<file path="src/rtl/mem_bus_arbiter.sv">
// mem_bus_arbiter
//   Shares one memory-controller port between two requesters:
//   - port 0 is the instruction fetch.
//   - port 1 is the data load/store.
//   The winning request is registered and the read/write strobe is held for
//   LATENCY cycles. Read data and error are captured on the last access
//   cycle and handed back with a one-cycle ack on the winning port.
//
// Parameters
//   LATENCY     cycles mem_read/mem_write stay high per access (1..15)
//
// Build option
//   ARB_ROUND_ROBIN_EN
//     defined:   ties alternate between the ports.
//     undefined: fixed priority, port 1 wins every tie.
//
// Ports
//   clk, rst                       clock, asynchronous active-high reset
//   pN_req/we/addr/wdata           requester N command, held until pN_ack
//   pN_ack/rdata/err               requester N one-cycle completion + response
//   mem_read/mem_write             strobes to the memory controller
//   mem_addr/mem_wdata             registered access address / write data
//   mem_rdata/mem_error            memory controller response
//   busy                           high while an access or response is in flight
module mem_bus_arbiter #(
  parameter int unsigned LATENCY = 1
) (
  input  logic        clk,
  input  logic        rst,
  input  logic        p0_req,
  input  logic        p0_we,
  input  logic [31:0] p0_addr,
  input  logic [31:0] p0_wdata,
  output logic        p0_ack,
  output logic [31:0] p0_rdata,
  output logic        p0_err,
  input  logic        p1_req,
  input  logic        p1_we,
  input  logic [31:0] p1_addr,
  input  logic [31:0] p1_wdata,
  output logic        p1_ack,
  output logic [31:0] p1_rdata,
  output logic        p1_err,
  output logic        mem_read,
  output logic        mem_write,
  output logic [31:0] mem_addr,
  output logic [31:0] mem_wdata,
  input  logic [31:0] mem_rdata,
  input  logic        mem_error,
  output logic        busy
);

  typedef enum logic [1:0] {IDLE, ACCESS, RESP} state_t;

  state_t      state;
  logic [3:0]  cnt;       // access cycles remaining after the current one
  logic        win;       // 1 = port 1 owns the current access
  logic        we_q;      // latched direction of the current access
  logic        grant1;    // port 1 wins if a grant happens this cycle
  logic [31:0] cap_rdata; // writes report zero read data

`ifdef ARB_ROUND_ROBIN_EN
  logic        rr_ptr;    // port preferred on the next tie

  always_comb begin
    grant1 = p1_req;
    if (p0_req && p1_req) grant1 = rr_ptr;
  end
`else
  always_comb begin
    grant1 = p1_req;
  end
`endif

  always_comb begin
    cap_rdata = we_q ? 32'h0 : mem_rdata;
  end

  always_ff @(posedge clk or posedge rst) begin
    if (rst) begin
      state     <= IDLE;
      cnt       <= 4'h0;
      win       <= 1'b0;
      we_q      <= 1'b0;
      mem_read  <= 1'b0;
      mem_write <= 1'b0;
      mem_addr  <= 32'h0;
      mem_wdata <= 32'h0;
      busy      <= 1'b0;
      p0_ack    <= 1'b0;
      p0_rdata  <= 32'h0;
      p0_err    <= 1'b0;
      p1_ack    <= 1'b0;
      p1_rdata  <= 32'h0;
      p1_err    <= 1'b0;
`ifdef ARB_ROUND_ROBIN_EN
      rr_ptr    <= 1'b0;
`endif
    end else begin
      case (state)
        IDLE: begin
          if (p0_req || p1_req) begin
            win       <= grant1;
            we_q      <= grant1 ? p1_we : p0_we;
            mem_addr  <= grant1 ? p1_addr : p0_addr;
            mem_wdata <= grant1 ? p1_wdata : p0_wdata;
            mem_read  <= grant1 ? ~p1_we : ~p0_we;
            mem_write <= grant1 ? p1_we : p0_we;
            cnt       <= 4'(LATENCY - 1);
            busy      <= 1'b1;
`ifdef ARB_ROUND_ROBIN_EN
            rr_ptr    <= ~grant1;
`endif
            state     <= ACCESS;
          end
        end
        ACCESS: begin
          // Only the last access cycle's data and error are reported.
          if (cnt == 4'h0) begin
            mem_read  <= 1'b0;
            mem_write <= 1'b0;
            p0_ack    <= ~win;
            p1_ack    <= win;
            p0_rdata  <= win ? 32'h0 : cap_rdata;
            p1_rdata  <= win ? cap_rdata : 32'h0;
            p0_err    <= ~win & mem_error;
            p1_err    <= win & mem_error;
            state     <= RESP;
          end else begin
            cnt <= cnt - 4'h1;
          end
        end
        RESP: begin
          p0_ack   <= 1'b0;
          p1_ack   <= 1'b0;
          p0_rdata <= 32'h0;
          p1_rdata <= 32'h0;
          p0_err   <= 1'b0;
          p1_err   <= 1'b0;
          busy     <= 1'b0;
          state    <= IDLE;
        end
        default: state <= IDLE;
      endcase
    end
  end

endmodule

</file>
<file path="config.mk">
export PLATFORM = sky130hd
export DESIGN_NAME = mem_bus_arbiter
export DESIGN_NICKNAME = d
export VERILOG_FILES = /design/src/rtl/mem_bus_arbiter.sv
export SDC_FILE = /design/constraint.sdc
export NUM_CORES = 1
export LEC_CHECK = 0
export ABC_AREA = 0
export CORE_ASPECT_RATIO = 0.8
export CORE_MARGIN = 1
export CORE_UTILIZATION = 37
export DETAILED_ROUTE_END_ITERATION = 12
export HOLD_SLACK_MARGIN = 0.06
export PLACE_DENSITY = 0.77
export SLEW_MARGIN = 20
export SYNTH_ARGS = -nofsm -noshare
export SYNTH_HDL_FRONTEND = slang
export SYNTH_SLANG_ARGS = --single-unit
</file>
<file path="constraint.sdc">
create_clock -name clk -period 5.31 [get_ports clk]
set_input_delay 1.3275 -clock clk [delete_from_list [all_inputs] [get_ports clk]]
set_output_delay 1.3275 -clock clk [all_outputs]
set_load 0.02 [all_outputs]
</file>
==> reports/qor.tcl, run 1 <==
set qor(drive_above_1_share_pct) 6.235
set qor(die_height_um) 117.4
set qor(remaining_drc_errors) 0
set qor(synth_xor_xnor_area_share_pct) 0
set qor(drtIter0Drc) 291
set qor(arrival_time_at_the_worst_endpoint_ns) 1.42
set qor(viasPerCell) 5.245
set qor(crit_fanout) 2
set qor(tritoncts_num_sinks) 143
set qor(postSynthCellCount) 529
set qor(yosys-mux-area-fraction_pct) 11.06
set qor(clock-root-buffer) {clkbuf_16}
set qor(die-area_sq_mm) 0.01716
set qor(min-delay-path-class) {reg -> reg}
set qor(timing.critical_path.to_type) {output port}
set qor(critical_path.startpoint_type) {flip-flop}
set qor(cts.path.max_buffers) 2
set qor(cts_made_buffers) 17
set qor(yosys.cell_types.count) 35
set qor(critical_path.max_stage_delay_ns) 0.64
set qor(hpwlAfterDp_um) 12810
set qor(ir_worst_vdd_mv) 0.3393
set qor(timing.final.setup_violations) 0
set qor(post_cts.resized_instances) 0
set qor(finalCriticalPeriod_ns) 2.752
set qor(required_ns) 3.98
set qor(routability_congestion) 0.7871
set qor(place.port_buffers) 301
set qor(max_cap_viol_count) 0
set qor(global_route.usage.met1_pct) 25.25
set qor(cts_setup_buffers) 0
set qor(grt_first_pass_wirelength_um) 28920
set qor(synth_simple_gate_area_share_pct) 4.187
set qor(die-width_um) 146.2
set qor(cts.hold.buffers_added) 0
set qor(maximum_number_of_pins_on_one_net_before_global_route_repair) 117
set qor(syn-num-nets) 697
set qor(drt-pass1-iter-count) 4
set qor(grt_util_met2_pct) 37.35
set qor(core-area_sq_mm) 0.01601
set qor(area_delta_synth_final_pct) 60.53
set qor(layout_common_cells) {clkdlybuf4s50_1 (300), dfrtp_1 (143), o21ai_0 (125)}
set qor(pre_cts_slack_ns) 2.148
set qor(timing.fmax_ghz) 0.3634
set qor(antenna_found_initial) 0
set qor(post_synthesis_compound_gate_area_fraction_pct) 21.95
set qor(total_power_mw) 5.899
set qor(p_leak_nw) 4.169
set qor(synth_top_family_by_area) {compound AO/OA/AOI/OAI gates}
set qor(cts.htree.levels) 4
set qor(skew_ns) 0.01244
set qor(setup_total_negative_slack_ns) 0
set qor(floorplan.io_pins) 302
set qor(syn-mean-instance-area_sq_um) 11.64
set qor(most_used_layer_global_route) {met2}
set qor(setup_ws_ns) 2.558
set qor(run_status) {completed}
set qor(n_antenna_cell) 0
set qor(critPathTopFamily) {buffers and inverters}
set qor(grt_pass1_vias) 5486
set qor(grt_use_total_pct) 21.39
set qor(gr-usage-met3_pct) 6.770
set qor(fillCellCount) 1284
set qor(synthAdderAreaFrac_pct) 0.2033
set qor(timing.final.max_slew_violations) 0
set qor(layout.cells.most_common) {clkdlybuf4s50_1}
set qor(rsz_0062_raised_after_global_routing) {false}
set qor(detail_route_antenna_nets) 0
set qor(path_cells) {clkdlybuf4s50_1}
set qor(relSlewSlack_pct) 29.37
set qor(critical_path.slowest_cell) {clkdlybuf4s50_1}
set qor(p_per_area_mw_per_mm2) 596.9
set qor(synth-warning-count) 0
set qor(seq_area_frac_synth_pct) 58.13
set qor(grt_overflow) 0
set qor(routedWlPerCell_um) 17.66
set qor(period_share_pct) 51.82
set qor(synth_seq_cells) 143
set qor(fin_nets) 973
set qor(finalHoldViolCount) 0
set qor(critical_path_buf_inv_count) 1
set qor(synth_area_sq_mm) 0.006156
set qor(clkLatencyLatePin_ns) 0.42
set qor(routed_wl_um) 18240
set qor(starting_density_of_the_core_pct) 38.46
set qor(path_clk_slew_ns) 0.06
set qor(tightestPinTransition_ns) 1.058
set qor(cts_tree) {yes}
set qor(timing.setup.critical_path_class) {reg -> out}
set qor(placement_rows) 41
set qor(vias) 5418
## cells by family after synthesis
family,Yosys count
adder cells (fa/ha/maj),1
multiplexers,68
buffers and inverters,57
AO/OA/AOI/OAI,207
AND/OR/NAND/NOR,53
flip-flops,143
## Yosys cell counts
| cell type | n | area share (%) |
|---|---|---|
| nor4b_4 | 1 | 0.39 |
| inv_1 | 5 | 0.30 |
| a22o_1 | 2 | 0.28 |
| a2bb2o_1 | 1 | 0.16 |
| nand3b_1 | 2 | 0.24 |
| o21ai_1 | 7 | 0.57 |
| nor3b_1 | 2 | 0.24 |
| clkbuf_2 | 1 | 0.081 |
| inv_2 | 1 | 0.061 |
| nor2_1 | 2 | 0.12 |
| o21ai_0 | 125 | 10 |
| buf_6 | 4 | 0.73 |
| dfrtp_1 | 143 | 58 |
| nand2b_1 | 2 | 0.20 |
| a32o_1 | 32 | 5.2 |
| nor2_2 | 1 | 0.10 |
| a31o_2 | 2 | 0.28 |
| and3_1 | 1 | 0.10 |
| o2bb2ai_1 | 32 | 4.6 |
| clkbuf_1 | 30 | 1.8 |
| nor4_1 | 1 | 0.10 |
| a21o_1 | 1 | 0.12 |
| a21boi_1 | 1 | 0.12 |
| or2_2 | 2 | 0.20 |
| nand2_1 | 36 | 2.2 |
| buf_4 | 4 | 0.49 |
| nor3_1 | 1 | 0.081 |
| o32ai_1 | 1 | 0.14 |
| ha_1 | 1 | 0.20 |
| or2_0 | 1 | 0.10 |
| and2_1 | 1 | 0.10 |
| o21ai_2 | 1 | 0.14 |
| buf_2 | 12 | 0.98 |
| mux2i_1 | 68 | 11 |
| o22ai_1 | 2 | 0.20 |
## per-stage QoR
stage                     std cells  hold WS, ns  cell area, sq um  util (%)
after global placement         1000       0.4630              9256     57.83
after CTS                      1033       0.4910              9877     61.71
after floorplan                 529       0.4693              6156         -
after detailed placement       1001       0.4732              9284     58.00
after global routing           1033       0.5036              9882     61.74
final                          1033       0.4904              9882     61.74
## worst paths after layout
kind	start	to	slack [ns]	cells past startpoint
max in group asynchronous	rst	mem_wdata[19]	2.93	3
worst max register to register	cnt[0]	p1_err	3.06	5
worst min register to register	p0_rdata[13]	p0_rdata[13]	0.49	1
worst min-delay path	p0_rdata[13]	p0_rdata[13]	0.49	1
min in group asynchronous	rst	mem_addr[8]	1.48	2
worst max-delay path	p1_ack	p1_ack	2.56	1
## cell type report
| type | count | area, sq um | share of cell area [%] |
|---|---|---|---|
| tap | 215 | 269.0 | 2.722 |
| clock buffer | 19 | 452.9 | 4.583 |
| clock inverter | 13 | 140.1 | 1.418 |
| multi-input combinational | 329 | 2328 | 23.56 |
| inverter | 6 | 30.03 | 0.3039 |
| sequential | 143 | 3578 | 36.21 |
| timing repair buffer | 308 | 3083 | 31.20 |
## routing by layer
metal,vias up,part of all wire [%]
met2,203,51
met3,23,7.5
met4,0,1.4
met1,2684,40
li1,2508,-
met5,-,0
## registers in the layout, indices dropped and copies added (netlist names)
register / cells
p1_rdata: 32
mem_wdata: 32
p0_ack: 1
p0_err: 1
mem_addr: 32
we_q: 1
mem_read: 1
cnt: 4
p0_rdata: 32
mem_write: 1
busy: 1
state: 2
win: 1
p1_err: 1
p1_ack: 1
## power by group
group / internal, mW / switching [mW] / total, mW
Clock: 0.688 / 0.492 / 1.18
Sequential: 1.59 / 0.281 / 1.87
Combinational: 1.28 / 1.57 / 2.85
Total: 3.56 / 2.34 / 5.90
No activity file was read; power rests on OpenSTA's default activity.
==> run 2, diff against run 1 <==
- CORE_UTILIZATION: 37 -> 39
- PLACE_DENSITY: 0.77 -> 0.78
- clock period: 5.31 -> 2.8 ns (I/O delays scaled with it)
==> reports/qor.tcl, run 2 (synthesis gave the netlist of run 1 again) <==
set qor(run_status) {completed}
set qor(critPathTopFamily) {buffers and inverters}
set qor(p_per_area_mw_per_mm2) 1126
set qor(path_cells) {clkdlybuf4s50_1}
set qor(tightestPinTransition_ns) 0.6459
set qor(finalCriticalPeriod_ns) 2.121
set qor(critical_path_buf_inv_count) 1
set qor(die-width_um) 142.5
set qor(cts.path.max_buffers) 2
set qor(cts_tree) {yes}
set qor(most_used_layer_global_route) {met2}
set qor(cts.htree.levels) 4
set qor(grt_first_pass_wirelength_um) 28730
set qor(fin_nets) 980
set qor(total_power_mw) 11.20
set qor(routed_wl_um) 18320
set qor(detail_route_antenna_nets) 0
set qor(layout_common_cells) {clkdlybuf4s50_1 (300), dfrtp_1 (143), o21ai_0 (125)}
set qor(timing.critical_path.to_type) {output port}
set qor(cts_setup_buffers) 0
set qor(critical_path.slowest_cell) {clkdlybuf4s50_1}
set qor(place.port_buffers) 301
set qor(path_clk_slew_ns) 0.06
set qor(cts.hold.buffers_added) 0
set qor(finish.instance_area_sq_mm) 0.009940
set qor(timing.fmax_ghz) 0.4716
set qor(multi_input_area_sq_mm) 0.002328
set qor(timing.final.max_slew_violations) 0
set qor(grt_pass1_vias) 5631
set qor(grt_overflow) 0
set qor(finalHoldViolCount) 0
set qor(routability_congestion) 0.7591
set qor(cts_made_buffers) 17
set qor(timing.setup.critical_path_class) {reg -> out}
set qor(die_height_um) 114.4
set qor(min-delay-path-class) {reg -> reg}
set qor(ir_worst_vdd_mv) 0.6786
set qor(drive_above_1_share_pct) 7.030
set qor(clkLatencyLatePin_ns) 0.41
set qor(starting_density_of_the_core_pct) 40.46
set qor(viasPerCell) 5.265
set qor(timing.final.setup_violations) 0
set qor(drtIter0Drc) 338
set qor(setup_ws_ns) 0.6794
set qor(fillCellCount) 1201
set qor(grt_util_met2_pct) 40.16
set qor(p_leak_nw) 4.190
set qor(layout.cells.most_common) {clkdlybuf4s50_1}
set qor(critical_path.startpoint_type) {flip-flop}
set qor(tritoncts_num_sinks) 143
set qor(crit_fanout) 2
set qor(setup_total_negative_slack_ns) 0
set qor(pre_cts_slack_ns) 0.6555
set qor(skew_ns) 0.008151
set qor(rsz_0062_raised_after_global_routing) {false}
set qor(utilization_pct) 65.33
set qor(hpwlAfterDp_um) 13360
set qor(gr-usage-met3_pct) 6.399
set qor(routedWlPerCell_um) 17.70
set qor(vias) 5449
set qor(clock-root-buffer) {clkbuf_16}
set qor(post_cts.resized_instances) 0
set qor(relSlewSlack_pct) 56.94
set qor(required_ns) 2.10
set qor(floorplan.io_pins) 302
set qor(area_delta_synth_final_pct) 61.46
set qor(register_area_sq_mm) 0.003578
set qor(drt-pass1-iter-count) 5
set qor(die-area_sq_mm) 0.01629
set qor(remaining_drc_errors) 0
set qor(maximum_number_of_pins_on_one_net_before_global_route_repair) 70
set qor(global_route.usage.met1_pct) 26.58
set qor(grt_use_total_pct) 22.72
set qor(period_share_pct) 75.73
set qor(n_antenna_cell) 0
set qor(max_cap_viol_count) 0
set qor(critical_path.max_stage_delay_ns) 0.67
set qor(arrival_time_at_the_worst_endpoint_ns) 1.42
set qor(placement_rows) 40
set qor(placement.cell_area_sq_mm) 0.009346
set qor(antenna_found_initial) 0
set qor(core-area_sq_mm) 0.01521
[run 2: cell types whose count changed in the layout (fill, tap and decap cells not counted), moves of 3 or more]
cell and change:
clkinvlp_4 +5, buf_12 +3, inv_8 -4, buf_4 +5, clkinv_2 +3, inv_6 -4
[run 2: worst paths after layout]
check | start | endpoint | slack, ns | cells past startpoint
setup / recovery | mem_addr[6] | mem_addr[6] | 0.68 | 1
setup reg to reg | cnt[0] | p1_err | 0.90 | 5
max in group asynchronous | rst | p0_rdata[5] | 1.45 | 3
hold reg to reg | p0_err | p0_err | 0.49 | 1
hold / removal | p0_err | p0_err | 0.49 | 1
min in group asynchronous | rst | mem_wdata[7] | 0.67 | 2
[run 2: metal layers]
metal / wire [um] / share of wire (%) / vias to the layer above
met5: 0 / 0 / -
met4: 316 / 1.7 / 0
met3: 1359 / 7.4 / 28
met2: 9341 / 51 / 239
met1: 7301 / 40 / 2650
li1: - / - / 2532
[run 2: report_power, final]
part | leakage (nW) | switching [mW] | internal, mW
registers | 1.85 | 0.523 | 3.01
logic | 2.07 | 2.97 | 2.47
clock network | 0.273 | 0.871 | 1.36
total | 4.19 | 4.36 | 6.83
[run 2: stage by stage]
stage	instances	hold WS [ns]
after CTS	1035	0.4897
after global routing	1035	0.5013
after floorplan	529	0.4693
final	1035	0.4878
after global placement	1003	0.4600
after detailed placement	1003	0.4739
[run 2: layout make-up]
| type | instances | area share, % |
|---|---|---|
| sequential | 143 | 36.00 |
| timing repair buffer | 315 | 31.72 |
| multi-input combinational | 329 | 23.43 |
| clock buffer | 19 | 4.557 |
| tap | 210 | 2.644 |
| clock inverter | 13 | 1.385 |
| inverter | 6 | 0.2644 |
